## src/rtl/arith_pkg.sv

```systemverilog
// Shared arithmetic definitions: divider state encoding, default width and
// counter sizing helper.
package arith_pkg;

    localparam int DIV_WIDTH = 16;

    typedef enum logic [1:0] {
        ST_IDLE = 2'd0,
        ST_RUN  = 2'd1,
        ST_DONE = 2'd2
    } div_state_e;

    // Bits needed to count WIDTH-1 down to 0; never narrower than one bit.
    function automatic int cnt_width(input int width);
        return (width > 2) ? $clog2(width) : 1;
    endfunction

endpackage

```

## src/rtl/div_step.sv

```systemverilog
// One restoring-division iteration: shift the partial remainder left by the
// next dividend bit and subtract the divisor when it fits.
module div_step
    import arith_pkg::*;
#(
    parameter int WIDTH = DIV_WIDTH
) (
    input  logic [WIDTH:0]   r_in,
    input  logic             q_msb,
    input  logic [WIDTH-1:0] divisor,
    output logic [WIDTH:0]   r_out,
    output logic             q_bit
);

    logic [WIDTH:0] shifted;

    always_comb begin
        shifted = {r_in[WIDTH-1:0], q_msb};
        // r_in[WIDTH] set means the true shifted value already exceeds any divisor.
        q_bit   = r_in[WIDTH] | (shifted >= {1'b0, divisor});
        r_out   = q_bit ? (shifted - {1'b0, divisor}) : shifted;
    end

endmodule

```

## src/rtl/division_seq.sv

```systemverilog
// Sequential radix-2 restoring divider, 2W/W -> W quotient and W remainder,
// one quotient bit per clock with valid/ready handshakes on both sides.
module division_seq
    import arith_pkg::*;
#(
    parameter int WIDTH = DIV_WIDTH
) (
    input  logic               clk,
    input  logic               rst,
    input  logic               in_valid,
    output logic               in_ready,
    input  logic [2*WIDTH-1:0] dividend,
    input  logic [WIDTH-1:0]   divisor,
    output logic               out_valid,
    input  logic               out_ready,
    output logic [WIDTH-1:0]   quot,
    output logic [WIDTH-1:0]   rem,
    output logic               div_by_zero,
    output logic               overflow
);

    localparam int CNT_W = cnt_width(WIDTH);

    div_state_e         state_q, state_d;
    logic [WIDTH:0]     r_q, r_d;
    logic [WIDTH-1:0]   q_q, q_d;
    logic [WIDTH-1:0]   dvs_q, dvs_d;
    logic [CNT_W-1:0]   cnt_q, cnt_d;
    logic               dbz_q, dbz_d;
    logic               ovf_q, ovf_d;

    logic [WIDTH:0]     step_r;
    logic               step_q;

    div_step #(.WIDTH(WIDTH)) u_step (
        .r_in    (r_q),
        .q_msb   (q_q[WIDTH-1]),
        .divisor (dvs_q),
        .r_out   (step_r),
        .q_bit   (step_q)
    );

    always_comb begin
        state_d = state_q;
        r_d     = r_q;
        q_d     = q_q;
        dvs_d   = dvs_q;
        cnt_d   = cnt_q;
        dbz_d   = dbz_q;
        ovf_d   = ovf_q;
        case (state_q)
            ST_IDLE: begin
                if (in_valid) begin
                    dvs_d = divisor;
                    dbz_d = 1'b0;
                    ovf_d = 1'b0;
                    if (divisor == '0) begin
                        q_d     = '1;
                        r_d     = {1'b0, dividend[WIDTH-1:0]};
                        dbz_d   = 1'b1;
                        state_d = ST_DONE;
                    end else if (dividend[2*WIDTH-1:WIDTH] >= divisor) begin
                        // Quotient would need more than WIDTH bits.
                        q_d     = '1;
                        r_d     = '0;
                        ovf_d   = 1'b1;
                        state_d = ST_DONE;
                    end else begin
                        r_d     = {1'b0, dividend[2*WIDTH-1:WIDTH]};
                        q_d     = dividend[WIDTH-1:0];
                        cnt_d   = CNT_W'(WIDTH - 1);
                        state_d = ST_RUN;
                    end
                end
            end
            ST_RUN: begin
                r_d = step_r;
                q_d = {q_q[WIDTH-2:0], step_q};
                if (cnt_q == '0) begin
                    state_d = ST_DONE;
                end else begin
                    cnt_d = cnt_q - CNT_W'(1);
                end
            end
            ST_DONE: begin
                if (out_ready) begin
                    state_d = ST_IDLE;
                end
            end
            default: state_d = ST_IDLE;
        endcase
    end

    always_ff @(posedge clk or posedge rst) begin
        if (rst) begin
            state_q <= ST_IDLE;
            r_q     <= '0;
            q_q     <= '0;
            dvs_q   <= '0;
            cnt_q   <= '0;
            dbz_q   <= 1'b0;
            ovf_q   <= 1'b0;
        end else begin
            state_q <= state_d;
            r_q     <= r_d;
            q_q     <= q_d;
            dvs_q   <= dvs_d;
            cnt_q   <= cnt_d;
            dbz_q   <= dbz_d;
            ovf_q   <= ovf_d;
        end
    end

    assign in_ready    = (state_q == ST_IDLE);
    assign out_valid   = (state_q == ST_DONE);
    assign quot        = q_q;
    assign rem         = r_q[WIDTH-1:0];
    assign div_by_zero = dbz_q;
    assign overflow    = ovf_q;

endmodule

```

## config.mk

```make
export PLATFORM = sky130hd
export DESIGN_NAME = division_seq
export DESIGN_NICKNAME = d
export VERILOG_FILES = /design/src/rtl/arith_pkg.sv /design/src/rtl/div_step.sv /design/src/rtl/division_seq.sv
export SDC_FILE = /design/constraint.sdc
export NUM_CORES = 1
export LEC_CHECK = 0
export ABC_CLOCK_PERIOD_IN_PS = 2700
export CAP_MARGIN = 20
export CORE_ASPECT_RATIO = 1.1
export CORE_MARGIN = 4
export CORE_UTILIZATION = 41
export CTS_CLUSTER_DIAMETER = 60
export DETAILED_ROUTE_END_ITERATION = 8
export PLACE_DENSITY = 0.73
export SLEW_MARGIN = 5
export SYNTH_ARGS = -nofsm -noshare
export SYNTH_HDL_FRONTEND = slang
export SYNTH_SLANG_ARGS = --single-unit
export TNS_END_PERCENT = 100
```

## constraint.sdc

```tcl
create_clock -name clk -period 2.7 [get_ports clk]
set_input_delay 0.675 -clock clk [delete_from_list [all_inputs] [get_ports clk]]
set_output_delay 0.675 -clock clk [all_outputs]
set_load 0.02 [all_outputs]
```

==> results.md <==
- Sw Pwr: between 0.003 and 0.004 W
- Standard-cell row count: 37
- Highest Clock Rate: 380.8 MHz
- Crit. End Element: flip-flop
- Library cell occupying the most area in the post-synthesis netlist: sky130_fd_sc_hd__dfrtp_1
- CTS tree: done
- CTS clock-pin slew for the worst setup and hold paths: about 70 ps
- Combinational fraction of design power: between 60% and 70%
- Number of clock buffers inserted by TritonCTS: 9
- Number of remaining DRC errors: 0
- Switching part of the total power: roughly 45%
- Unrepaired setup endpoints after global routing: false
- Net count of the finished layout: ~670
- Final number of max-transition violations: 0
- Biggest area contributors in the synthesized netlist: sky130_fd_sc_hd__dfrtp_1, sky130_fd_sc_hd__ha_1, sky130_fd_sc_hd__o21ai_0
- Antenna-violating nets left: 0
- Hold buffer count at cts: 0
- Async set-reset flop share out of synthesis: 100.0%
- Initial detailed-routing violation count: between 150 and 200
- Area share of the largest cell type after synthesis: 35.59%
- Worst Hold Margin: roughly 470 ps
- Tcrit/Tclk final: 97.27%
- Max transition margin: 66.17%
- CP Max Fanout: 5
- Aggregate routed wire length: around 12 mm
- Overall die height: roughly 110 um
- Number of non-filler instances in the completed layout: 705
- Post-synthesis simple-gate area fraction: between 10% and 20%
- Final Setup Violations: 0
- Number of instances in the synthesized netlist: between 400 and 500
- Adder and majority cell fraction of the synthesized area: between 10% and 20%
- Leak: approximately 2.6 nW
- Sink Count: between 50 and 60
- Proportion of synthesized chip area in sequential cells: between 30% and 40%
- Total global routing track utilization: 21.40%
- Outcome: finished, final reports clean
- Int Power: ~0.0040 W
- Category of the worst setup path launch point: input pin
- Complex-gate fraction of the synthesized area: about 28%
- Core region area: 0.009444 mm2
- Share of synthesized area spent on multiplexers: less than 1%
- Data arrival time of the critical path: roughly 2900 ps
- Leftover overflow at the end of global routing: 0
- Die area: about 0.011 mm2
- Post-synthesis share of cell area spent on xor and xnor gates: between 2 and 3%
- Port bufs: 87
- Number of vias per cell after detailed routing: 5.604
- Total number of vias: slightly below 4000
- Pin count of the biggest net entering global routing: 58
- Antenna violations before repair: 0
- Synthesis-stage register bit count: 57
- Post-DP HPWL: about 9 mm
- Clock latency on the worst-skew pair: approximately 350 ps
- Maximum level of the CTS H-tree: 3
- Yosys warns: 0
- Part of the total power dissipated in sequential elements: a little under a quarter
- Number of flops mapped to enable cells by yosys: 0
- Number of ports placed on the die boundary: just under 90
- Setup total negative slack: 0 ps
- Routed WL per cell: 17.14 um
- Growth of design area from synthesis to finish: 38.93%
- Worst Path Class, Setup: input pin to flip-flop
- Max-cap viol count: 0
- TritonRoute pass-1 iters: 5
- Proportion of layout cells with a drive suffix above 1: between 10% and 20%
- IR drop worst, VDD: between 400 and 500 uV
- Buffers from clock root to sink, at most: 2
- Largest family of logic cells by synthesized area: compound AO/OA/AOI/OAI gates
- Final Hold Violating Endpoints: 0
- Power density normalized to cell area: approximately 1300 mW/mm2
- Final-layout fill cell count: roughly 860
- Mean instance size in the synthesized netlist: 8.712 um2
- WP data required: 2960 ps
- Post-Syn Nets: around 550
- Clock share of power: between 10% and 20%
- Initial core utilization: 42.44%
- Vias in the first global route: 3969
- Routability Congestion: roughly 0.9
- Worst clock skew: roughly 13 ps
- Worst hold path class: flip-flop to flip-flop
- Final Critical Period: roughly 2600 ps
- Least-Margin Pin Slew: roughly 510 ps
- # placed instances: about 690
- Die width: between 100 and 150 um
- Distinct cells, synth: 55
- Root buffer cell: sky130_fd_sc_hd__clkbuf_8
- Dominant register cell in the synthesized netlist: sky130_fd_sc_hd__dfrtp_1
- Final antenna diode count: 0
- Wire length of the first global-routing pass: between 15 and 20 mm
- Netlist area before placement: between 0.004 and 0.005 mm2
-- cell type report --
class	count	area [um2]	share of cell area (%)
multi-input cells	313	2241	40.25
flip-flops and latches	57	1426	25.62
repair buffers	145	1334	23.96
inverters	57	214.0	3.843
clock buffers	12	155.1	2.787
well taps	117	146.4	2.629
clock inverters	4	51.30	0.9213
-- per-layer routing --
metal  routed length (um)  part of all wire [%]  GRT usage [%]
met1                 5067                    42          28.07
met2                 5825                    48          34.68
met3                  853                   7.1          3.070
met4                  340                   2.8          9.536
met5                    0                     0              0
-- power groups by stage --
stage	sequential, W	clock (W)	combinational (W)
5_1_grt	0.00169	0.000885	0.00522
2_1_floorplan	0.00169	0	0.00317
3_3_place_gp	0.00163	0	0.00454
6_report	0.00165	0.000833	0.00476
3_5_place_dp	0.00164	0	0.00465
4_1_cts	0.00164	0.000850	0.00472
-- cell usage in the layout (no fill, tap or decap), types with 3 or more instances in the layout --
master,count
sky130_fd_sc_hd__clkdlybuf4s50_1,81
sky130_fd_sc_hd__dfrtp_1,57
sky130_fd_sc_hd__buf_4,57
sky130_fd_sc_hd__inv_1,53
sky130_fd_sc_hd__o21ai_0,49
sky130_fd_sc_hd__nand2_1,46
sky130_fd_sc_hd__a22oi_1,30
sky130_fd_sc_hd__ha_1,29
sky130_fd_sc_hd__nor2_1,18
sky130_fd_sc_hd__a221o_1,14
sky130_fd_sc_hd__a21oi_1,13
sky130_fd_sc_hd__clkbuf_8,11
sky130_fd_sc_hd__a21o_1,9
sky130_fd_sc_hd__o21ai_1,8
sky130_fd_sc_hd__xnor2_1,8
sky130_fd_sc_hd__nand3_1,7
sky130_fd_sc_hd__nand4_1,6
sky130_fd_sc_hd__dlymetal6s2s_1,6
sky130_fd_sc_hd__a21oi_2,5
sky130_fd_sc_hd__nor3_1,5
sky130_fd_sc_hd__o21a_1,5
sky130_fd_sc_hd__xor2_1,5
sky130_fd_sc_hd__nor2b_1,4
sky130_fd_sc_hd__nand2b_1,4
sky130_fd_sc_hd__nor4_1,4
sky130_fd_sc_hd__inv_2,4
sky130_fd_sc_hd__ha_4,4
sky130_fd_sc_hd__o21ai_2,3
-- kinds of logic after synthesis --
logic type	after synthesis
DFF	57
muxes	1
buffers and inverters	90
AOI/OAI and AO/OA	162
and+or+nand+nor	103
adders and majority gates	34
xor gates and xnor gates	13
-- worst max-delay path, cell delays in order --
cell                              delay [ps]
sky130_fd_sc_hd__clkdlybuf4s50_1         520
sky130_fd_sc_hd__ha_4                    220
sky130_fd_sc_hd__a21o_1                  170
sky130_fd_sc_hd__a21o_1                  180
sky130_fd_sc_hd__a21oi_2                 180
sky130_fd_sc_hd__o211a_1                 200
sky130_fd_sc_hd__o211ai_1                220
sky130_fd_sc_hd__o221a_2                 360
sky130_fd_sc_hd__a221oi_2                170
-- repair_timing --
item                                   CTS  global route
buffers inserted                         0             0
endpoints found under the hold margin    0             0
pin swaps                                4            11
gates resized for setup                  7            25
setup endpoints to repair                9            37
-- cell usage after synthesis, types with 7 or more instances --
library cell / n
sky130_fd_sc_hd__a22oi_1: 30
sky130_fd_sc_hd__a221o_1: 14
sky130_fd_sc_hd__o21ai_0: 59
sky130_fd_sc_hd__ha_1: 33
sky130_fd_sc_hd__a21o_1: 9
sky130_fd_sc_hd__nor2_1: 18
sky130_fd_sc_hd__a21oi_1: 16
sky130_fd_sc_hd__clkbuf_1: 12
sky130_fd_sc_hd__nand3_1: 7
sky130_fd_sc_hd__nand2_1: 46
sky130_fd_sc_hd__dfrtp_1: 57
sky130_fd_sc_hd__xnor2_1: 8
sky130_fd_sc_hd__inv_1: 57
sky130_fd_sc_hd__buf_4: 17
-- registers in the layout, summed over array words and instances (netlist names) --
register and count:
quot 16, state_q 2, div_by_zero 1, r_q 17, overflow 1, cnt_q 4
dvs_q 16
-- stage by stage --
step | total power, W | cell area (um2) | setup WS [ps] | utilization (%)
after global placement | 0.006174 | 5258 | -320.4 | 55.67
final | 0.007242 | 5568 | 73.62 | 58.96
after CTS | 0.007205 | 5484 | 4.393 | 58.07
after detailed placement | 0.006297 | 5258 | -418.8 | 55.67
after floorplan | 0.004860 | 4008 | 177.7 | -
after global routing | 0.007802 | 5568 | 2.597 | 58.96
-- worst paths after layout --
path,startpoint,endpoint,slack (ps),depth (start not counted)
hold / removal,overflow$_DFFE_PP0P_,overflow$_DFFE_PP0P_,470,2
setup / recovery,dividend[25],r_q[0]$_DFFE_PP0P_,70,9
hold reg to reg,overflow$_DFFE_PP0P_,overflow$_DFFE_PP0P_,470,2
max in group asynchronous,rst,r_q[7]$_DFFE_PP0P_,1720,3
setup reg to reg,r_q[7]$_DFFE_PP0P_,r_q[4]$_DFFE_PP0P_,120,9
min in group asynchronous,rst,quot[14]$_DFFE_PP0P_,680,3
(Power assumes the default switching activity.)
